### src/rtl/lcd_id_strap_tx_pkg.sv
// Shared LCD identification definitions.
//   lcd_state_e  : panel driver FSM states
//   lcd_drive_t  : registered bus drive bundle (data, enable, strap_done)
//   LCD_*7_BIT   : lcd_rgb bit positions of the R/G/B MSBs used as ID straps
//   strap_word() : builds the strap word for a 3-bit panel ID. The host-side
//                  ID reader checks reuse it.
package lcd_pkg;

  typedef enum logic [1:0] {
    STRAP = 2'd0,
    GUARD = 2'd1,
    PIXEL = 2'd2
  } lcd_state_e;

  localparam int LCD_R7_BIT = 15;
  localparam int LCD_G7_BIT = 10;
  localparam int LCD_B7_BIT = 4;

  typedef struct packed {
    logic [15:0] rgb;
    logic        oe;
    logic        done;
  } lcd_drive_t;

  // id[0] -> R7, id[1] -> G7, id[2] -> B7; every other bit is low.
  function automatic logic [15:0] strap_word(input logic [2:0] id);
    logic [15:0] w;
    w             = 16'h0000;
    w[LCD_R7_BIT] = id[0];
    w[LCD_G7_BIT] = id[1];
    w[LCD_B7_BIT] = id[2];
    return w;
  endfunction

endpackage

### src/rtl/lcd_id_strap_tx_if.sv
// Panel-side LCD bus bundle.
//   restrap    : host -> panel, one-cycle request to re-enter the strap phase
//   pix_valid  : host -> panel, pixel word available
//   pix_data   : host -> panel, RGB565 pixel word
//   pix_ready  : panel -> host, pixel accepted this cycle
//   lcd_rgb    : panel -> bus, RGB565 drive value
//   lcd_rgb_oe : panel -> bus, output enable (0 = released)
//   strap_done : panel -> host, strap phase finished
// Modport master is the host/pixel-driver side; slave is the panel driver.
interface lcd_id_strap_tx_if;
  logic        restrap;
  logic        pix_valid;
  logic [15:0] pix_data;
  logic        pix_ready;
  logic [15:0] lcd_rgb;
  logic        lcd_rgb_oe;
  logic        strap_done;

  modport master (
    output restrap, pix_valid, pix_data,
    input  pix_ready, lcd_rgb, lcd_rgb_oe, strap_done
  );

  modport slave (
    input  restrap, pix_valid, pix_data,
    output pix_ready, lcd_rgb, lcd_rgb_oe, strap_done
  );
endinterface

### src/rtl/lcd_id_strap_tx.sv
// Panel-side RGB LCD ID strap driver.
// After reset, the block drives the panel ID on R7/G7/B7 for STRAP_CYCLES cycles.
// It then releases the bus for GUARD_CYCLES cycles and finally streams pixel
// words with a one-cycle latency and no buffering.
// Ports:
//   clk : rising-edge clock
//   rst : synchronous active-high reset
//   bus : lcd_id_strap_tx_if.slave (restrap, pixel handshake, lcd bus drive)
module lcd_id_strap_tx
  import lcd_pkg::*;
#(
  parameter logic [2:0] ID_CODE      = 3'b001,
  parameter int         STRAP_CYCLES = 16,
  parameter int         GUARD_CYCLES = 4,
  parameter int         CNT_W        = 8
) (
  input  logic               clk,
  input  logic               rst,
  lcd_id_strap_tx_if.slave   bus
);

  localparam logic [15:0]      STRAP_W    = strap_word(ID_CODE);
  localparam logic [CNT_W-1:0] STRAP_LAST = CNT_W'(STRAP_CYCLES - 1);
  localparam logic [CNT_W-1:0] GUARD_LAST = CNT_W'((GUARD_CYCLES == 0) ? 0 : GUARD_CYCLES - 1);
  // With no guard interval, the strap phase hands straight over to PIXEL.
  localparam lcd_state_e       POST_STRAP = (GUARD_CYCLES == 0) ? PIXEL : GUARD;

  localparam lcd_drive_t DRV_STRAP = '{rgb: STRAP_W, oe: 1'b1, done: 1'b0};
  localparam lcd_drive_t DRV_GUARD = '{rgb: 16'h0000, oe: 1'b0, done: 1'b1};

  lcd_state_e       state_q, state_d;
  logic [CNT_W-1:0] cnt_q, cnt_d;
  lcd_drive_t       drv_q, drv_d;
  logic             pix_ready;
  logic             accept;

  // Combinational ready: a restrap in the same cycle blocks the pixel.
  assign pix_ready = (state_q == PIXEL) && !bus.restrap;
  assign accept    = bus.pix_valid && pix_ready;

  always_comb begin
    state_d = state_q;
    cnt_d   = cnt_q;
    if (bus.restrap) begin
      state_d = STRAP;
      cnt_d   = '0;
    end else begin
      unique case (state_q)
        STRAP: begin
          if (cnt_q == STRAP_LAST) begin
            state_d = POST_STRAP;
            cnt_d   = '0;
          end else begin
            cnt_d = cnt_q + 1'b1;
          end
        end
        GUARD: begin
          if (cnt_q == GUARD_LAST) begin
            state_d = PIXEL;
            cnt_d   = '0;
          end else begin
            cnt_d = cnt_q + 1'b1;
          end
        end
        PIXEL:   cnt_d = '0;
        default: begin
          state_d = STRAP;
          cnt_d   = '0;
        end
      endcase
    end
  end

  // Bus drive is registered from the next state. This lets the outputs line up
  // with the state they describe. An accept only happens when state_d is PIXEL.
  always_comb begin
    drv_d = DRV_STRAP;
    unique case (state_d)
      STRAP:   drv_d = DRV_STRAP;
      GUARD:   drv_d = DRV_GUARD;
      PIXEL:   drv_d = '{rgb: accept ? bus.pix_data : 16'h0000, oe: 1'b1, done: 1'b1};
      default: drv_d = DRV_STRAP;
    endcase
  end

  always_ff @(posedge clk) begin
    if (rst) begin
      state_q <= STRAP;
      cnt_q   <= '0;
      drv_q   <= DRV_STRAP;
    end else begin
      state_q <= state_d;
      cnt_q   <= cnt_d;
      drv_q   <= drv_d;
    end
  end

  assign bus.pix_ready  = pix_ready;
  assign bus.lcd_rgb    = drv_q.rgb;
  assign bus.lcd_rgb_oe = drv_q.oe;
  assign bus.strap_done = drv_q.done;

endmodule
### src/flat_wrapper.sv
// flat-port wrapper written by rule: the top's interface ports become plain ports
module lcd_id_strap_tx_flat import lcd_pkg::*;
#(
  parameter logic [2:0] ID_CODE      = 3'b001,
  parameter int         STRAP_CYCLES = 16,
  parameter int         GUARD_CYCLES = 4,
  parameter int         CNT_W        = 8
)
  (clk, rst, bus_restrap, bus_pix_valid, bus_pix_data, bus_pix_ready, bus_lcd_rgb, bus_lcd_rgb_oe, bus_strap_done);
  lcd_id_strap_tx_if bus_i ();
  input  logic clk;
  input  logic rst;
  input wire logic [$bits(bus_i.restrap)-1:0] bus_restrap;
  input wire logic [$bits(bus_i.pix_valid)-1:0] bus_pix_valid;
  input wire logic [$bits(bus_i.pix_data)-1:0] bus_pix_data;
  output wire logic [$bits(bus_i.pix_ready)-1:0] bus_pix_ready;
  output wire logic [$bits(bus_i.lcd_rgb)-1:0] bus_lcd_rgb;
  output wire logic [$bits(bus_i.lcd_rgb_oe)-1:0] bus_lcd_rgb_oe;
  output wire logic [$bits(bus_i.strap_done)-1:0] bus_strap_done;
  assign bus_i.restrap = bus_restrap;
  assign bus_i.pix_valid = bus_pix_valid;
  assign bus_i.pix_data = bus_pix_data;
  assign bus_pix_ready = bus_i.pix_ready;
  assign bus_lcd_rgb = bus_i.lcd_rgb;
  assign bus_lcd_rgb_oe = bus_i.lcd_rgb_oe;
  assign bus_strap_done = bus_i.strap_done;
  lcd_id_strap_tx #(.ID_CODE(ID_CODE), .STRAP_CYCLES(STRAP_CYCLES), .GUARD_CYCLES(GUARD_CYCLES), .CNT_W(CNT_W)) u_core (.clk(clk), .rst(rst), .bus(bus_i));
endmodule
### config.mk
export PLATFORM = sky130hd
export DESIGN_NAME = lcd_id_strap_tx_flat
export DESIGN_NICKNAME = d
export VERILOG_FILES = /design/src/rtl/lcd_id_strap_tx_pkg.sv /design/src/rtl/lcd_id_strap_tx_if.sv /design/src/rtl/lcd_id_strap_tx.sv /design/src/flat_wrapper.sv
export SDC_FILE = /design/constraint.sdc
export NUM_CORES = 1
export LEC_CHECK = 0
export CAP_MARGIN = 20
export CORE_UTILIZATION = 49
export CTS_BUF_LIST = sky130_fd_sc_hd__clkbuf_8
export DETAILED_ROUTE_END_ITERATION = 8
export GPL_TIMING_DRIVEN = 0
export PLACE_DENSITY_LB_ADDON = 0.1
export SYNTH_ARGS = -nofsm -noshare
export SYNTH_HDL_FRONTEND = slang
export SYNTH_SLANG_ARGS = --single-unit
### constraint.sdc
create_clock -name clk -period 4.8 [get_ports clk]
set_input_delay 0.72 -clock clk [delete_from_list [all_inputs] [get_ports clk]]
set_output_delay 0.72 -clock clk [all_outputs]
set_load 0.01 [all_outputs]
# [Yosys cells after proc, flatten, opt, wreduce, memory -nomap -nowiden]
# Cells that the tools add are included.
[classes] add_sub_neg=1 eq_ne=6 n_mux=9 reduce_logical=5
[ops] op="one-hot mux 18 bit (2 select lines)" n=1
[ops] op="two-way mux 16 bit" n=1
[ops] op="two-way mux 8 bit" n=2
[ops] op="one-hot mux 8 bit (2 select lines)" n=1
[ops] op="adder 8 x 1 -> 8 bit, second input constant" n=1
[ops] op="== test 8 x 2 -> 1 bit, second input constant" n=1
[ops] op="== test 8 x 4 -> 1 bit, second input constant" n=1
[ops] op="two-way mux 2 bit" n=3
[ops] op="one-hot mux 2 bit (3 select lines)" n=1
[ops] op="== test 2 x 1 -> 1 bit, second input constant" n=2
[ops] op="== test 2 bit, second input constant" n=2
[ops] op="logical AND 1 bit" n=2
[ops] op="logical NOT 2 bit" n=1
[ops] op="OR reduction 2 bit" n=1
[ops] op="logical NOT 1 bit" n=1
[word_totals] register_bits=28 inputBits=20 output_inout_bits=19 word_cells=26

# [Depth between registers and ports, before layout]
[depth] ltp_word=6 ltp_mapped=9 mapped_depth_nobuf=8

# [Least setup slack after synthesis]
# OpenSTA, ideal clock, no wires.
[synth_path] path_type="register -> register" from="register u_core.cnt_q[4]" to="register u_core.drv_q, in the netlist u_core.bus.lcd_rgb[0]" arrival_time_ps=2080 required_time_ps=4741 path_slack_ps=2661 stages_incl_launch_ff=9 period_less_slack_ps=2139 path_cell_list="dfxtp_1 -> or4_4 -> o31ai_4 -> a211o_1 -> ha_1 -> nor2_1 -> and4_1 -> buf_2 -> and2_1"
[synth_between] elab_chain_cells=6 word_cells_on_any_way=9 classes_between="4 x eq/ne; 5 x mux"
[synth_lines] element="from (decl)" line_no="lcd_id_strap_tx.sv:32" source="logic [CNT_W-1:0] cnt_q, cnt_d;"
[synth_lines] element="from (signal assigned)" line_no="lcd_id_strap_tx.sv:93" source="cnt_q <= cnt_d;"
[synth_lines] element="== test 8 x 2 -> 1 bit / == test 8 x 4 -> 1 bit (equally long branches)" line_no="lcd_id_strap_tx.sv:58, lcd_id_strap_tx.sv:50"
[synth_lines] element="two-way mux 2 bit (on tied branches)" line_no="lcd_id_strap_tx.sv:58, lcd_id_strap_tx.sv:50"
[synth_lines] element="one-hot mux 2 bit (3 select lines) *" line_no="lcd_id_strap_tx.sv:48" source="unique case (state_q)"
[synth_lines] element="two-way mux 2 bit *" line_no="lcd_id_strap_tx.sv:44" source="if (bus.restrap) begin"
[synth_lines] element="== test 2 bit / == test 2 x 1 -> 1 bit (equally long branches)" line_no="lcd_id_strap_tx.sv:78" source="unique case (state_d)"
[synth_lines] element="one-hot mux 18 bit (2 select lines) *" line_no="lcd_id_strap_tx.sv:78"
[synth_lines] element="to (signal assigned)" line_no="lcd_id_strap_tx.sv:94" source="drv_q <= drv_d;"
[synth_lines] element="to (decl)" line_no="lcd_id_strap_tx.sv:33" source="lcd_drive_t drv_q, drv_d;"
# Every way passes the cells marked *; elsewhere a longest branch is shown, timed or not.
# A chain may end at the register's enable or synchronous reset.

# [Final worst setup path]
[layout_path] from="input bus_restrap" to="output bus_pix_ready"
[layout_between] elab_chain_cells=2
[layout_lines] element="from (decl)" line_no="flat_wrapper.sv:13" source="input wire logic [$bits(bus_i.restrap)-1:0] bus_restrap;"
[layout_lines] element="logical NOT 1 bit" line_no="lcd_id_strap_tx.sv:38" source="assign pix_ready = (state_q == PIXEL) && !bus.restrap;"
[layout_lines] element="logical AND 1 bit" line_no="lcd_id_strap_tx.sv:38"
[layout_lines] element="to (decl)" line_no="flat_wrapper.sv:16" source="output wire logic [$bits(bus_i.pix_ready)-1:0] bus_pix_ready;"
# Every way passes these cells.

==> flow_summary.yaml <==
hold_path:
  min_from: "u_core.cnt_q[0]"
  min_path_type: "reg -> reg"
  whs_endpoint: "u_core.cnt_q[0]"
  hold-path-cell-count: 1
finish:
  n_antenna_cell: 0
  nets: 171
  syn2layout_area_growth_pct: 43.5
  fillers: 142
  final_core_util_pct: 76.5
  drive_gt1_share_pct: 8.16
  fin_area_um2: 1550
critical_path:
  critPathArrivalTime_ps: 2070
  crit_type: "in -> out"
  critPathMaxFanout: 7
  worstRegToRegCells: 8
  cpLargestDelayFamily: "buffers and inverters"
  critPathRequiredTime_ps: 4080
  end_kind: "primary output"
  cp-start-kind: "primary input"
  crit_path_frequent_cell: "clkdlybuf4s50_1"
  critical-path-max-stage-delay_ps: 580
  rr_startpoint: "u_core.cnt_q[4]"
  cpMaxStageDelayCell: "clkdlybuf4s50_1"
  r2r_end: "u_core.bus.lcd_rgb[8]"
  rrSetupSlack_ps: 2400
  crit_buf_inv: 2
  path_cells: "clkdlybuf4s50_1 > nor3b_2 > clkdlybuf4s50_1"
cts:
  ctsLongestPathBuffers: 2
  cts_resized: 0
  clk_pin_slew_ps: 90
  holdBufCountCts: 0
  cts.sinks: 28
  cts_tree: "built"
  htreeDepth: 1
  clock_latency_ps: 270
  cts_setup_buffers: 0
  root_buffer: "clkbuf_8"
  cts_buffers: 3
yosys:
  synth_area_um2: 1080
  synth_most_common_cell: "dfxtp_1"
  synth_top_area_share_pct: 52.0
  async_flop_share_pct: 0
  yosys.area.top_type: "dfxtp_1"
  yosys_register_bits: 28
  yosysWarnings: 0
  syn_avg_cell_area_um2: 10.3
  synth_nets: 128
  synth_area_leaders: "dfxtp_1, and2_1, ha_1"
  synth_common_cells: "dfxtp_1, and2_1, a21oi_1, inv_1"
  synth_edf_count: 0
  synthDistinctLibCells: 36
  netlist_instances: 105
  ys.flop_type: "dfxtp_1"
  ys_seq_area_share_pct: 52.0
route:
  via_count: 874
  drt-pass1-iter-count: 3
  antenna_left: 0
  routed_wirelength_mm: 2.00
  wl_per_cell_um: 11.5
  drcViolationCount: 0
  first_iter_violations: 6
  vias_per_cell: 5.02
pwr:
  intPower_uw: 321
  p_leak_nw: 0.556
  peakVddDrop_mv: 0.237
  clockPowerShare_pct: 36.1
  pwr-share-comb_pct: 5.0
  power_density_nw_per_um2: 256
  p_switching_uw: 75.8
  p_sw_share_pct: 19.1
  pwr-share-seq_pct: 58.9
run_status:
  status: "finished, final reports clean"
die:
  die_x_um: 48.9
  dieArea_um2: 2390
  boundaryPins: 39
  rows: 16
  die_h_um: 48.9
  core_area_um2: 2020
  start_util_pct: 53.3
placed_design:
  placed_cell_area_um2: 1490
  dp_hpwl_mm: 1.52
  gp_congestion: 0.826
  portBuffers: 38
grt:
  grt_antenna_before_repair: 0
  grt_pass1_vias: 752
  grt_pass1_wl_mm: 3.37
  overflow: 0
  track_usage_pct: 18.4
  grt_start_max_net_pins: 16
flow_run:
  maxCapViolCount: 0
sta:
  min_period_over_period_pct: 58.2
  tightest_slew_ps: 385
  hold_violations: 0
  tns_ps: 0
  clock.fmax_ghz: 0.358
  clock-skew-final_ps: 2.22
  relSlewSlack_pct: 74.2
  final-setup-viol-count: 0
  drv_slew: 0
  rsz0062_at_grt: "no"
  final.min_clock_period_ps: 2790
cell type report:
class                   count  area (µm²)  share of cell area, %
multi-input cells          67         475                   30.7
repair buffers             38         380                   24.6
plain buffers               5        23.8                   1.54
clock buffers               4        55.1                   3.56
well taps                  27        33.8                   2.18
flip-flops and latches     28         561                   36.2
inverters                   5        18.8                   1.21
registers in the layout, indices dropped and copies added (netlist names):
name,cells
u_core.bus.strap_done,1
u_core.cnt_q,8
u_core.bus.lcd_rgb,16
u_core.bus.lcd_rgb_oe,1
u_core.state_q,2
power by group through the flow:
| stage | Sequential [mW] | Combinational (mW) | Clock [mW] |
|---|---|---|---|
| 2_1_floorplan | 0.239 | 0.00330 | 0 |
| 6_report | 0.234 | 0.0200 | 0.143 |
| 3_3_place_gp | 0.239 | 0.0197 | 0 |
| 3_5_place_dp | 0.239 | 0.0199 | 0 |
| 4_1_cts | 0.234 | 0.0200 | 0.149 |
| 5_1_grt | 0.234 | 0.0217 | 0.155 |
cells in the final DEF, fill, tap and decap left out, drive strengths merged:
cell	count
a211o	1
a211oi	2
a21oi	5
a22oi	1
a311o	1
a311oi	2
a31oi	1
a32oi	1
and2	14
and3	1
and4	1
buf	3
clkbuf	6
clkdlybuf4s50	38
dfxtp	28
ha	3
inv	5
nand2	3
nand2b	2
nand3	3
nand4	2
nor2	4
nor3	1
nor3b	2
nor4	1
nor4b	1
o21ai	5
o311ai	1
o31ai	1
or2	1
or3	4
or3b	1
or4	1
xnor2	1
through the flow:
stage | power (mW) | hold WS [ps] | setup WS, ps | instances
2_1_floorplan | 0.242 | 464 | 2660 | 105
3_3_place_gp | 0.259 | 493 | 2030 | 170
3_5_place_dp | 0.259 | 496 | 2020 | 170
4_1_cts | 0.403 | 510 | 2010 | 174
5_1_grt | 0.411 | 555 | 1930 | 174
6_report | 0.397 | 510 | 2010 | 174
worst max path at each step:
stage	start	to	slack, ps	cells after the start
floorplan	u_core.cnt_q[4]	u_core.bus.lcd_rgb[0]	2660	8
global placement	bus_restrap	bus_pix_ready	2030	3
detailed placement	bus_restrap	bus_pix_ready	2020	3
CTS	bus_restrap	bus_pix_ready	2010	3
global route	bus_restrap	bus_pix_ready	1930	3
finish	bus_restrap	bus_pix_ready	2010	3
per-layer routing:
metal	wire length (µm)	GRT usage (%)	share of wire [%]	vias up
li1	-	-	-	457
met1	950	24.0	47	387
met2	924	29.2	46	28
met3	107	4.67	5.3	2
met4	21	7.35	1.0	0
met5	0	0	0	-
cells by family after synthesis:
family          count (synthesis)  share of synthesized area (%)
compound gates                 21                           14.3
xor+xnor                        1                          0.812
fa+ha+maj                       3                           3.48
buf+inv                        10                           3.94
flops                          28                           52.0
simple gates                   42                           25.5
Power figures use the tool's default switching activity.
